===== src/rtl/prim_assembler_if.sv =====
// rtl/prim_assembler_if.sv - decode-side and primitive-side signal bundle for prim_assembler
// Drop_Count exists only when PRIM_ASM_STATS_EN is defined.
interface prim_assembler_if;
  logic        StartPrimitive;
  logic [3:0]  PrimitiveType;
  logic        EndPrimitive;
  logic        Draw;
  logic        NewVertex;
  logic [31:0] Vertex;
  logic        Stall;
  logic [31:0] Prim_V0;
  logic [31:0] Prim_V1;
  logic [31:0] Prim_V2;
  logic [1:0]  Prim_Count;
  logic        Prim_Valid;
  logic        Prim_Ready;
  logic        Frame_Done;
`ifdef PRIM_ASM_STATS_EN
  logic [7:0]  Drop_Count;

  modport master (
    output StartPrimitive, PrimitiveType, EndPrimitive, Draw, NewVertex, Vertex, Prim_Ready,
    input  Stall, Prim_V0, Prim_V1, Prim_V2, Prim_Count, Prim_Valid, Frame_Done, Drop_Count
  );

  modport slave (
    input  StartPrimitive, PrimitiveType, EndPrimitive, Draw, NewVertex, Vertex, Prim_Ready,
    output Stall, Prim_V0, Prim_V1, Prim_V2, Prim_Count, Prim_Valid, Frame_Done, Drop_Count
  );
`else
  modport master (
    output StartPrimitive, PrimitiveType, EndPrimitive, Draw, NewVertex, Vertex, Prim_Ready,
    input  Stall, Prim_V0, Prim_V1, Prim_V2, Prim_Count, Prim_Valid, Frame_Done
  );

  modport slave (
    input  StartPrimitive, PrimitiveType, EndPrimitive, Draw, NewVertex, Vertex, Prim_Ready,
    output Stall, Prim_V0, Prim_V1, Prim_V2, Prim_Count, Prim_Valid, Frame_Done
  );
`endif
endinterface


===== src/rtl/prim_assembler.sv =====
// rtl/prim_assembler.sv - assembles vertex stream into points/lines/triangles with a registered output
// Optional PRIM_ASM_STATS_EN adds a saturating Drop_Count of discarded/ignored vertices.
module prim_assembler (
  input  logic            CLK,
  input  logic            RESET,
  prim_assembler_if.slave bus
);

  typedef enum logic {IDLE, ACTIVE} state_t;

  state_t      state, state_next;
  logic [3:0]  ptype;
  logic [1:0]  n, n_next;
  logic        parity;
  logic [31:0] first_v, prev1, prev2;

  logic [31:0] prim_v0, prim_v1, prim_v2;
  logic [1:0]  prim_count;
  logic        prim_valid;
  logic        frame_done;

  logic        stall, accept, type_ok;
  logic        take_end, take_start, take_vertex, take_draw;
  logic        vertex_active, vertex_idle;
  logic        emit;
  logic [31:0] e_v0, e_v1, e_v2;
  logic [1:0]  e_cnt;

  assign stall  = prim_valid & ~bus.Prim_Ready;
  assign accept = ~stall;

  assign bus.Stall      = stall;
  assign bus.Prim_V0    = prim_v0;
  assign bus.Prim_V1    = prim_v1;
  assign bus.Prim_V2    = prim_v2;
  assign bus.Prim_Count = prim_count;
  assign bus.Prim_Valid = prim_valid;
  assign bus.Frame_Done = frame_done;

  // Only one pulse acts per accepted cycle: End > Start > NewVertex > Draw.
  always_comb begin
    take_end      = accept & bus.EndPrimitive;
    take_start    = accept & ~bus.EndPrimitive & bus.StartPrimitive;
    take_vertex   = accept & ~bus.EndPrimitive & ~bus.StartPrimitive & bus.NewVertex;
    take_draw     = accept & ~bus.EndPrimitive & ~bus.StartPrimitive & ~bus.NewVertex & bus.Draw;
    type_ok       = (bus.PrimitiveType <= 4'd5);
    vertex_active = take_vertex & (state == ACTIVE);
    vertex_idle   = take_vertex & (state == IDLE);

    state_next = state;
    if (take_end)
      state_next = IDLE;
    else if (take_start)
      state_next = type_ok ? ACTIVE : IDLE;
    else if (take_draw)
      state_next = IDLE;
  end

  always_comb begin
    emit   = 1'b0;
    e_v0   = '0;
    e_v1   = '0;
    e_v2   = '0;
    e_cnt  = 2'd0;
    n_next = (n == 2'd3) ? n : n + 2'd1;
    if (vertex_active) begin
      case (ptype)
        4'd0: begin
          emit = 1'b1; e_cnt = 2'd1; e_v0 = bus.Vertex;
        end
        4'd1: if (n == 2'd1) begin
          emit = 1'b1; e_cnt = 2'd2; e_v0 = prev1; e_v1 = bus.Vertex; n_next = 2'd0;
        end
        4'd2: if (n != 2'd0) begin
          emit = 1'b1; e_cnt = 2'd2; e_v0 = prev1; e_v1 = bus.Vertex;
        end
        4'd3: if (n == 2'd2) begin
          emit = 1'b1; e_cnt = 2'd3; e_v0 = prev2; e_v1 = prev1; e_v2 = bus.Vertex; n_next = 2'd0;
        end
        // Odd strip triangles swap the two history vertices to keep winding consistent.
        4'd4: if (n >= 2'd2) begin
          emit = 1'b1; e_cnt = 2'd3; e_v2 = bus.Vertex;
          e_v0 = parity ? prev1 : prev2;
          e_v1 = parity ? prev2 : prev1;
        end
        4'd5: if (n >= 2'd2) begin
          emit = 1'b1; e_cnt = 2'd3; e_v0 = first_v; e_v1 = prev1; e_v2 = bus.Vertex;
        end
        default: ;
      endcase
    end
  end

  always_ff @(posedge CLK) begin
    if (!RESET)
      state <= IDLE;
    else
      state <= state_next;
  end

  always_ff @(posedge CLK) begin
    if (!RESET) begin
      ptype      <= 4'd0;
      n          <= 2'd0;
      parity     <= 1'b0;
      first_v    <= '0;
      prev1      <= '0;
      prev2      <= '0;
      prim_v0    <= '0;
      prim_v1    <= '0;
      prim_v2    <= '0;
      prim_count <= 2'd0;
      prim_valid <= 1'b0;
      frame_done <= 1'b0;
    end else begin
      if (take_end || take_start || take_draw) begin
        n      <= 2'd0;
        parity <= 1'b0;
      end
      if (take_start && type_ok)
        ptype <= bus.PrimitiveType;
      if (vertex_active) begin
        n     <= n_next;
        prev1 <= bus.Vertex;
        prev2 <= prev1;
        if (n == 2'd0)
          first_v <= bus.Vertex;
        if (emit && ptype == 4'd4)
          parity <= ~parity;
      end
      if (accept) begin
        prim_valid <= emit;
        if (emit) begin
          prim_v0    <= e_v0;
          prim_v1    <= e_v1;
          prim_v2    <= e_v2;
          prim_count <= e_cnt;
        end
      end
      frame_done <= take_draw;
    end
  end

`ifdef PRIM_ASM_STATS_EN
  logic [7:0] drop_count;
  logic [1:0] partial;
  logic [1:0] drop_inc;
  logic [8:0] drop_sum;

  // Vertices already consumed by an emitted primitive are not counted as dropped.
  always_comb begin
    partial = 2'd0;
    case (ptype)
      4'd1, 4'd3: partial = n;
      4'd2:       partial = (n == 2'd1) ? 2'd1 : 2'd0;
      4'd4, 4'd5: partial = (n == 2'd3) ? 2'd0 : n;
      default:    partial = 2'd0;
    endcase
    drop_inc = 2'd0;
    if ((take_end || take_start || take_draw) && state == ACTIVE)
      drop_inc = partial;
    else if (vertex_idle)
      drop_inc = 2'd1;
    drop_sum = {1'b0, drop_count} + {7'd0, drop_inc};
  end

  always_ff @(posedge CLK) begin
    if (!RESET)
      drop_count <= 8'd0;
    else
      drop_count <= drop_sum[8] ? 8'hFF : drop_sum[7:0];
  end

  assign bus.Drop_Count = drop_count;
`else
  logic unused_idle;
  assign unused_idle = vertex_idle;
`endif

endmodule


===== src/flat_wrapper.sv =====
// flat-port wrapper written by rule: the top's interface ports become plain ports
module prim_assembler_flat 
  (CLK, RESET, bus_StartPrimitive, bus_PrimitiveType, bus_EndPrimitive, bus_Draw, bus_NewVertex, bus_Vertex, bus_Prim_Ready, bus_Stall, bus_Prim_V0, bus_Prim_V1, bus_Prim_V2, bus_Prim_Count, bus_Prim_Valid, bus_Frame_Done);
  prim_assembler_if bus_i ();
  input  logic CLK;
  input  logic RESET;
  input wire logic [$bits(bus_i.StartPrimitive)-1:0] bus_StartPrimitive;
  input wire logic [$bits(bus_i.PrimitiveType)-1:0] bus_PrimitiveType;
  input wire logic [$bits(bus_i.EndPrimitive)-1:0] bus_EndPrimitive;
  input wire logic [$bits(bus_i.Draw)-1:0] bus_Draw;
  input wire logic [$bits(bus_i.NewVertex)-1:0] bus_NewVertex;
  input wire logic [$bits(bus_i.Vertex)-1:0] bus_Vertex;
  input wire logic [$bits(bus_i.Prim_Ready)-1:0] bus_Prim_Ready;
  output wire logic [$bits(bus_i.Stall)-1:0] bus_Stall;
  output wire logic [$bits(bus_i.Prim_V0)-1:0] bus_Prim_V0;
  output wire logic [$bits(bus_i.Prim_V1)-1:0] bus_Prim_V1;
  output wire logic [$bits(bus_i.Prim_V2)-1:0] bus_Prim_V2;
  output wire logic [$bits(bus_i.Prim_Count)-1:0] bus_Prim_Count;
  output wire logic [$bits(bus_i.Prim_Valid)-1:0] bus_Prim_Valid;
  output wire logic [$bits(bus_i.Frame_Done)-1:0] bus_Frame_Done;
  assign bus_i.StartPrimitive = bus_StartPrimitive;
  assign bus_i.PrimitiveType = bus_PrimitiveType;
  assign bus_i.EndPrimitive = bus_EndPrimitive;
  assign bus_i.Draw = bus_Draw;
  assign bus_i.NewVertex = bus_NewVertex;
  assign bus_i.Vertex = bus_Vertex;
  assign bus_i.Prim_Ready = bus_Prim_Ready;
  assign bus_Stall = bus_i.Stall;
  assign bus_Prim_V0 = bus_i.Prim_V0;
  assign bus_Prim_V1 = bus_i.Prim_V1;
  assign bus_Prim_V2 = bus_i.Prim_V2;
  assign bus_Prim_Count = bus_i.Prim_Count;
  assign bus_Prim_Valid = bus_i.Prim_Valid;
  assign bus_Frame_Done = bus_i.Frame_Done;
  prim_assembler u_core (.CLK(CLK), .RESET(RESET), .bus(bus_i));
endmodule

===== config.mk =====
export PLATFORM = sky130hd
export DESIGN_NAME = prim_assembler_flat
export DESIGN_NICKNAME = d
export VERILOG_FILES = /design/src/rtl/prim_assembler_if.sv /design/src/rtl/prim_assembler.sv /design/src/flat_wrapper.sv
export SDC_FILE = /design/constraint.sdc
export NUM_CORES = 1
export LEC_CHECK = 0
export ABC_CLOCK_PERIOD_IN_PS = 1900
export BUFFER_PORTS_ARGS = -buffer_cell sky130_fd_sc_hd__clkbuf_2
export CORE_ASPECT_RATIO = 1.75
export CORE_MARGIN = 2
export CORE_UTILIZATION = 51
export CTS_CLUSTER_SIZE = 24
export DETAILED_ROUTE_END_ITERATION = 12
export PLACE_DENSITY = 0.72
export SLEW_MARGIN = 20
export SYNTH_ARGS = -nofsm -noshare
export SYNTH_HDL_FRONTEND = slang
export SYNTH_SLANG_ARGS = --single-unit
export TNS_END_PERCENT = 50

===== constraint.sdc =====
create_clock -name CLK -period 1.9 [get_ports CLK]
set_input_delay 0.38 -clock CLK [delete_from_list [all_inputs] [get_ports CLK]]
set_output_delay 0.38 -clock CLK [all_outputs]
set_load 0.1 [all_outputs]

* Word-level counts from Yosys, hierarchy flattened *
Index checks and enable logic that the tools add are counted.

storage, ports and cells
  register bits after elaboration = 204
  input bits = 43
  word-level logic and storage cells = 97

operators by class
  add/sub/neg operators = 1
  $lt $le $gt $ge = 2
  equality and inequality tests = 8
  mux-type cells = 44
  bitwise operators = 16
  reduce and logical (&&, ||, !) cells = 13

operator list
  operator                                                  count
  2-to-1 mux 32 bit                                         17
  case mux 32 bit (6 select lines)                          1
  case mux 32 bit (5 select lines)                          1
  case mux 32 bit (2 select lines)                          1
  2-to-1 mux 2 bit                                          10
  2-to-1 mux 1 bit                                          11
  case mux 2 bit (5 select lines)                           1
  bitwise AND 1 bit                                         9
  equality test 4 x 2 -> 1 bit, second input constant       2
  equality test 4 x 3 -> 1 bit, second input constant       2
  inverter 1 bit                                            7
  nonzero test 2 bit                                        3
  case mux 1 bit (5 select lines)                           1
  equality test 2 bit, second input constant                2
  equality test 4 x 1 -> 1 bit, second input constant       1
  <= comparator 4 x 3 -> 1 bit, second input constant       1
  logical NOT 4 bit                                         1
  case mux 2 bit (2 select lines)                           1
  AND reduction 2 bit                                       2
  OR reduction 2 bit                                        2
  adder 2 x 1 -> 2 bit, second input constant               1
  equality test 2 x 1 -> 1 bit, second input constant       1
  greater-or-equal comparator 2 bit, second input constant  1
  logical AND 1 bit                                         2
  other kinds (2)                                           3

* Depth between registers and ports, before layout *
  word-level depth = 11
  mapped depth = 10

* Worst setup path after synthesis *
No wires, ideal clock.

  path kind = register to register
  start point = reg u_core.prim_valid (netlist: u_core.bus.Prim_Valid)
  end point = reg u_core.prim_v0[10] (netlist: u_core.bus.Prim_V0[10])
  setup time = 118 ps
  arrival = 2399 ps
  slack = -617 ps
  stages on the path, launching flop included = 8
  path through = dfxtp_1 > nand2b_1 > inv_2 > nor4_4 > o2111ai_2 > inv_2 > buf_2 > a22o_1

between the ends
  cells in the longest elaborated chain, start to end = 8

ends and longest elaborated chain
  what                                  RTL line               RTL
  start: declaration                    prim_assembler.sv:19   logic prim_valid;
  start signal: assignment              prim_assembler.sv:132  prim_valid <= emit;
  bitwise AND 1 bit *                   prim_assembler.sv:29   assign stall = prim_valid & ~bus.Prim_Ready;
  named net bus_Stall                   flat_wrapper.sv:14     output wire logic [$bits(bus_i.Stall)-1:0] bus_Stall;
  inverter 1 bit (no source line) *     n/a
  bitwise AND 1 bit (3 in series)       prim_assembler.sv:44   take_vertex = accept & ~bus.EndPrimitive & ~bus.StartPrimitive & bus.NewVertex;
  bitwise AND 1 bit                     prim_assembler.sv:47   vertex_active = take_vertex & (state == ACTIVE);
  2-to-1 mux 1 bit                      prim_assembler.sv:66   if (vertex_active) begin
  AND reduction 2 bit (no source line)  n/a
  end signal: assignment                prim_assembler.sv:134  prim_v0 <= e_v0;
  end: declaration                      prim_assembler.sv:17   logic [31:0] prim_v0, prim_v1, prim_v2;

Mark *: on every way through the listed nets, which the timed path passes. The rest lies on a longest branch.
A chain may end at the register's enable or synchronous reset.

* Worst setup path in the final report *
  start point = reg u_core.n[1]
  end point = reg u_core.prim_v1[27] (netlist: u_core.bus.Prim_V1[27])

between the ends
  cells in the longest elaborated chain, start to end = 5

ends and longest elaborated chain
  what                                                             RTL line                                    RTL
  start: declaration                                               prim_assembler.sv:13                        logic [1:0] n, n_next;
  start signal: assignment                                         prim_assembler.sv:123                       n <= n_next;
  greater-or-equal comparator 2 bit, or another cell as far along  prim_assembler.sv:81, prim_assembler.sv:86
  2-to-1 mux 1 bit (on tied branches)                              n/a
  case mux 1 bit (5 select lines)                                  prim_assembler.sv:67                        case (ptype)
  2-to-1 mux 1 bit                                                 prim_assembler.sv:66
  AND reduction 2 bit (no source line)                             n/a
  end signal: assignment                                           prim_assembler.sv:135                       prim_v1 <= e_v1;
  end: declaration                                                 prim_assembler.sv:17

Several ways; a longest one is shown, not always the timed one.

==> results summary <==
In this run the worst hold path is classified as in2reg. The most frequent standard cell in the layout excluding fill and tap cells is nand2_1. The number of cells in the finished layout apart from fillers came out at 1398.

The number of max-capacitance violations reported came out at 0. The final-layout worst hold slack is between 0.15 and 0.2 ns. The first-pass GRT wire length came out at a little over 40000 um. Pin placement for this block handled ~140 I/O pins.

The worst setup path is of the reg2reg kind. The final max-slew violation count came to 0. For this run, global-route usage on met2 was measured as 48.7%.

The overflow left after global routing is 0. The maximum clock rate is 483 MHz. The count of flip-flops with a built-in enable after synthesis came out at 0. In the global route stage, met1 resource usage came out at about 34%. The share of the clock period used by the worst path is 109%.

After detailed routing, the number of vias per cell comes to 6.05. The maximum clock skew at final layout came out at 0.0219 ns. The final critical-path required period is around 2.1 ns. TritonCTS built the clock tree. The number of different library cells used by synthesis comes to 54. The top cell types in the final layout, fill and taps aside, are nand2_1, dfxtp_1, clkbuf_2.

The HPWL after detailed placement came out at 16200 um. The synthesized area per cell came out at a little under 9 sq um. The primary flip-flop cell chosen by synthesis mapping is dfxtp_1. The number of antenna violations at the first check in global routing came out at 0. The sum of routed wire length over all layers is roughly 28000 um. Buffers inserted during clock tree synthesis total 19.

The worst-case IR drop observed on VDD is 542 uV. In this run the most used layer during global routing was met2. In this run, the number of DRC markers left after iteration 0 of detailed routing was 904. The Yosys step of the flow raised 0 warnings. The pre-antenna-repair detailed-routing pass consisted of 9 iterations.

After filler insertion, the fill cell instance count of the layout stands at 1330. The number of cell rows is 62. The net total in the final layout came out at between 1000 and 1500. The per-cell routed wire length came out at 20.1 um. For this design the ratio of total power to cell area is 755 nW/um^2. The count of hold-fix buffers inserted at cts came out at 0. The remaining max-slew budget at the tightest pin came out at between 50 and 60%. Global routing used 28.1% of the available tracks. The combined flip-flop and latch cell area is 4100 sq um. The largest net degree at the start of global routing came out at 111. The final count of negative-setup-slack endpoints came out at 96. The number of register bits inferred by synthesis is 204. The layout-stage area growth over the synthesis result is 33.4%. The fraction of synthesis flops using an asynchronous set or reset pin came out at 0%. The setup slack of the critical path after layout is -0.169 ns. The placer congestion estimate is 0.880. The flow ran to the end, but the final reports show violations. The required arrival time at the worst endpoint is 2.25 ns. The effective utilization at floorplan is 52.2%. The longest clock path from root to sink contains 3 buffers. The fraction of the yosys area taken by sequential cells came out at 47.6%. The repair_antennas step left the layout with diodes totalling 0. The DRC violation count after routing is 0.

The cell count after placement came out at ~1300. The number of levels the H-tree was split into is 1. The cell area after technology mapping is about 8600 sq um. The register clock-pin slew on the reported worst setup and hold paths is ~0.070 ns. Setup repair after global routing could not meet its margin everywhere. The via count of the first global-routing pass is 7963. From bottom edge to top edge, the die measures 176 um. The startpoint type of the worst setup path is a register.

The count of final hold-check violations was 0. The tree is rooted in a clkbuf_16. The met3 track demand over resource is 3.34%. The final reports fail on setup timing. The latest clock arrival within the worst-skew pair is 0.50 ns.

The width of the chip came out at ~100 um. The floorplan die area is 17900 sq um. In the final layout, the multi-input gates occupy 4330 sq um. The highest fanout seen on the critical path came out at 8. The total nets after synthesis is 1013. The actual slew at the worst max-slew pin came out at 0.630 ns. The post-route netlist has 29.3% of its cells at a drive strength greater than 1. The count of vias placed by the detailed router came out at 8462.

The leakage power figure is 0.00454 uW. The region available for standard cell placement spans approximately 16000 sq um. The critical path data arrival time came out at about 2.4 ns. The number of sinks driven by the clock tree came out at 204. The worst setup path is captured at a register. In this run the tool buffered the top-level ports with 143 buffer cells.

The residual antenna-violating net count after detailed routing came out at 0. Synthesis produced a netlist whose cell count is around 970.
-- worst paths after layout --
kind                                  to                   start  depth (start not counted)  slack [ns]
hold / removal           u_core.ptype[0]    bus_PrimitiveType[0]                          3        0.16
setup reg to reg  u_core.bus.Prim_V1[27]             u_core.n[1]                          7       -0.17
hold reg to reg   u_core.bus.Prim_V2[24]  u_core.bus.Prim_V2[24]                          2        0.46
setup / recovery  u_core.bus.Prim_V1[27]             u_core.n[1]                          7       -0.17
-- worst max-delay path, cell delays in order, from the launching register on --
cell and delay (ns):
dfxtp_4 0.39, inv_4 0.05, ha_2 0.17, and3b_2 0.23, o21a_4 0.29, buf_12 0.17, a222oi_1 0.46, a21oi_1 0.14
-- registers in the layout, summed over array words and instances, names as in the netlist, 2 cells and up --
| signal | count |
|---|---|
| u_core.bus.Prim_V0 | 32 |
| u_core.bus.Prim_V1 | 32 |
| u_core.bus.Prim_V2 | 32 |
| u_core.first_v | 32 |
| u_core.prev1 | 32 |
| u_core.prev2 | 32 |
| u_core.ptype | 4 |
| u_core.bus.Prim_Count | 2 |
| u_core.n | 2 |
-- metrics by stage --
stage | util, % | instance area [sq um] | TNS, ns | setup slack [ns] | total power (uW)
2_1_floorplan | - | 8640 | -1.19 | -0.0444 | 4670
3_3_place_gp | 61.4 | 10100 | -13.08 | -0.331 | 4870
3_5_place_dp | 61.4 | 10100 | -18.47 | -0.396 | 4870
4_1_cts | 66.7 | 11000 | -1.90 | -0.0711 | 8620
5_1_grt | 69.6 | 11400 | -10.56 | -0.206 | 8880
6_report | 69.6 | 11400 | -6.58 | -0.169 | 8640
-- per-layer routing --
layer	wire [um]	share of wire, %	up-vias
li1	-	-	3910
met3	2120	7.6	85
met4	1420	5.0	0
met5	0	0	-
met1	10300	37	4043
met2	14200	51	424
-- repair_timing --
| item | 4_1_cts | 5_1_grt |
|---|---|---|
| pin swaps | 37 | 24 |
| cloned | 4 | 9 |
| endpoints found under the setup margin | 94 | 133 |
| setup buffers | 8 | 14 |
| resized for setup | 34 | 67 |
-- kinds of logic (layout without fill, tap and decap cells) --
kind of cell / count (synthesis) / in the layout / share of synthesized area, %
AOI/OAI and AO/OA: 356 / 357 / 30.2
adders and majority gates: 4 / 4 / 0.584
buffers and inverters: 94 / 300 / 5.08
DFF: 204 / 204 / 47.6
muxes: 5 / 5 / 0.584
and+or+nand+nor: 303 / 304 / 16.0
-- layout make-up --
cell class / instances / area share (%)
Inverter: 6 / 0.262
Multi-Input combinational cell: 670 / 37.8
Clock buffer: 27 / 4.86
Sequential cell: 204 / 35.8
Clock inverter: 5 / 0.470
Tap cell: 224 / 2.45
Timing Repair Buffer: 262 / 18.3
-- Yosys cell counts (4+ instances only) --
library cell	number	area (sq um)
a21boi_0	99	743
a21oi_1	33	165
a221o_1	6	60.1
a221oi_1	6	52.6
a222oi_1	32	320
a22o_1	49	429
a22oi_1	26	195
and2_1	7	43.8
buf_2	24	120
buf_6	6	67.6
clkbuf_1	56	210
dfxtp_1	204	4080
ha_1	4	50.1
inv_1	4	15.0
mux2i_1	5	50.1
nand2_1	209	785
nand3_1	45	225
nor2_1	9	33.8
nor2b_1	8	50.1
nor3b_1	4	30.0
o21ai_0	82	410
o2bb2ai_1	8	70.1
-- power breakdown --
part | total [uW] | switching, uW | internal [uW]
combinational | 532 | 316 | 216
clock | 3810 | 1630 | 2180
sequential | 4300 | 14.0 | 4290
total | 8640 | 1960 | 6680
Power figures use the tool's default switching activity.
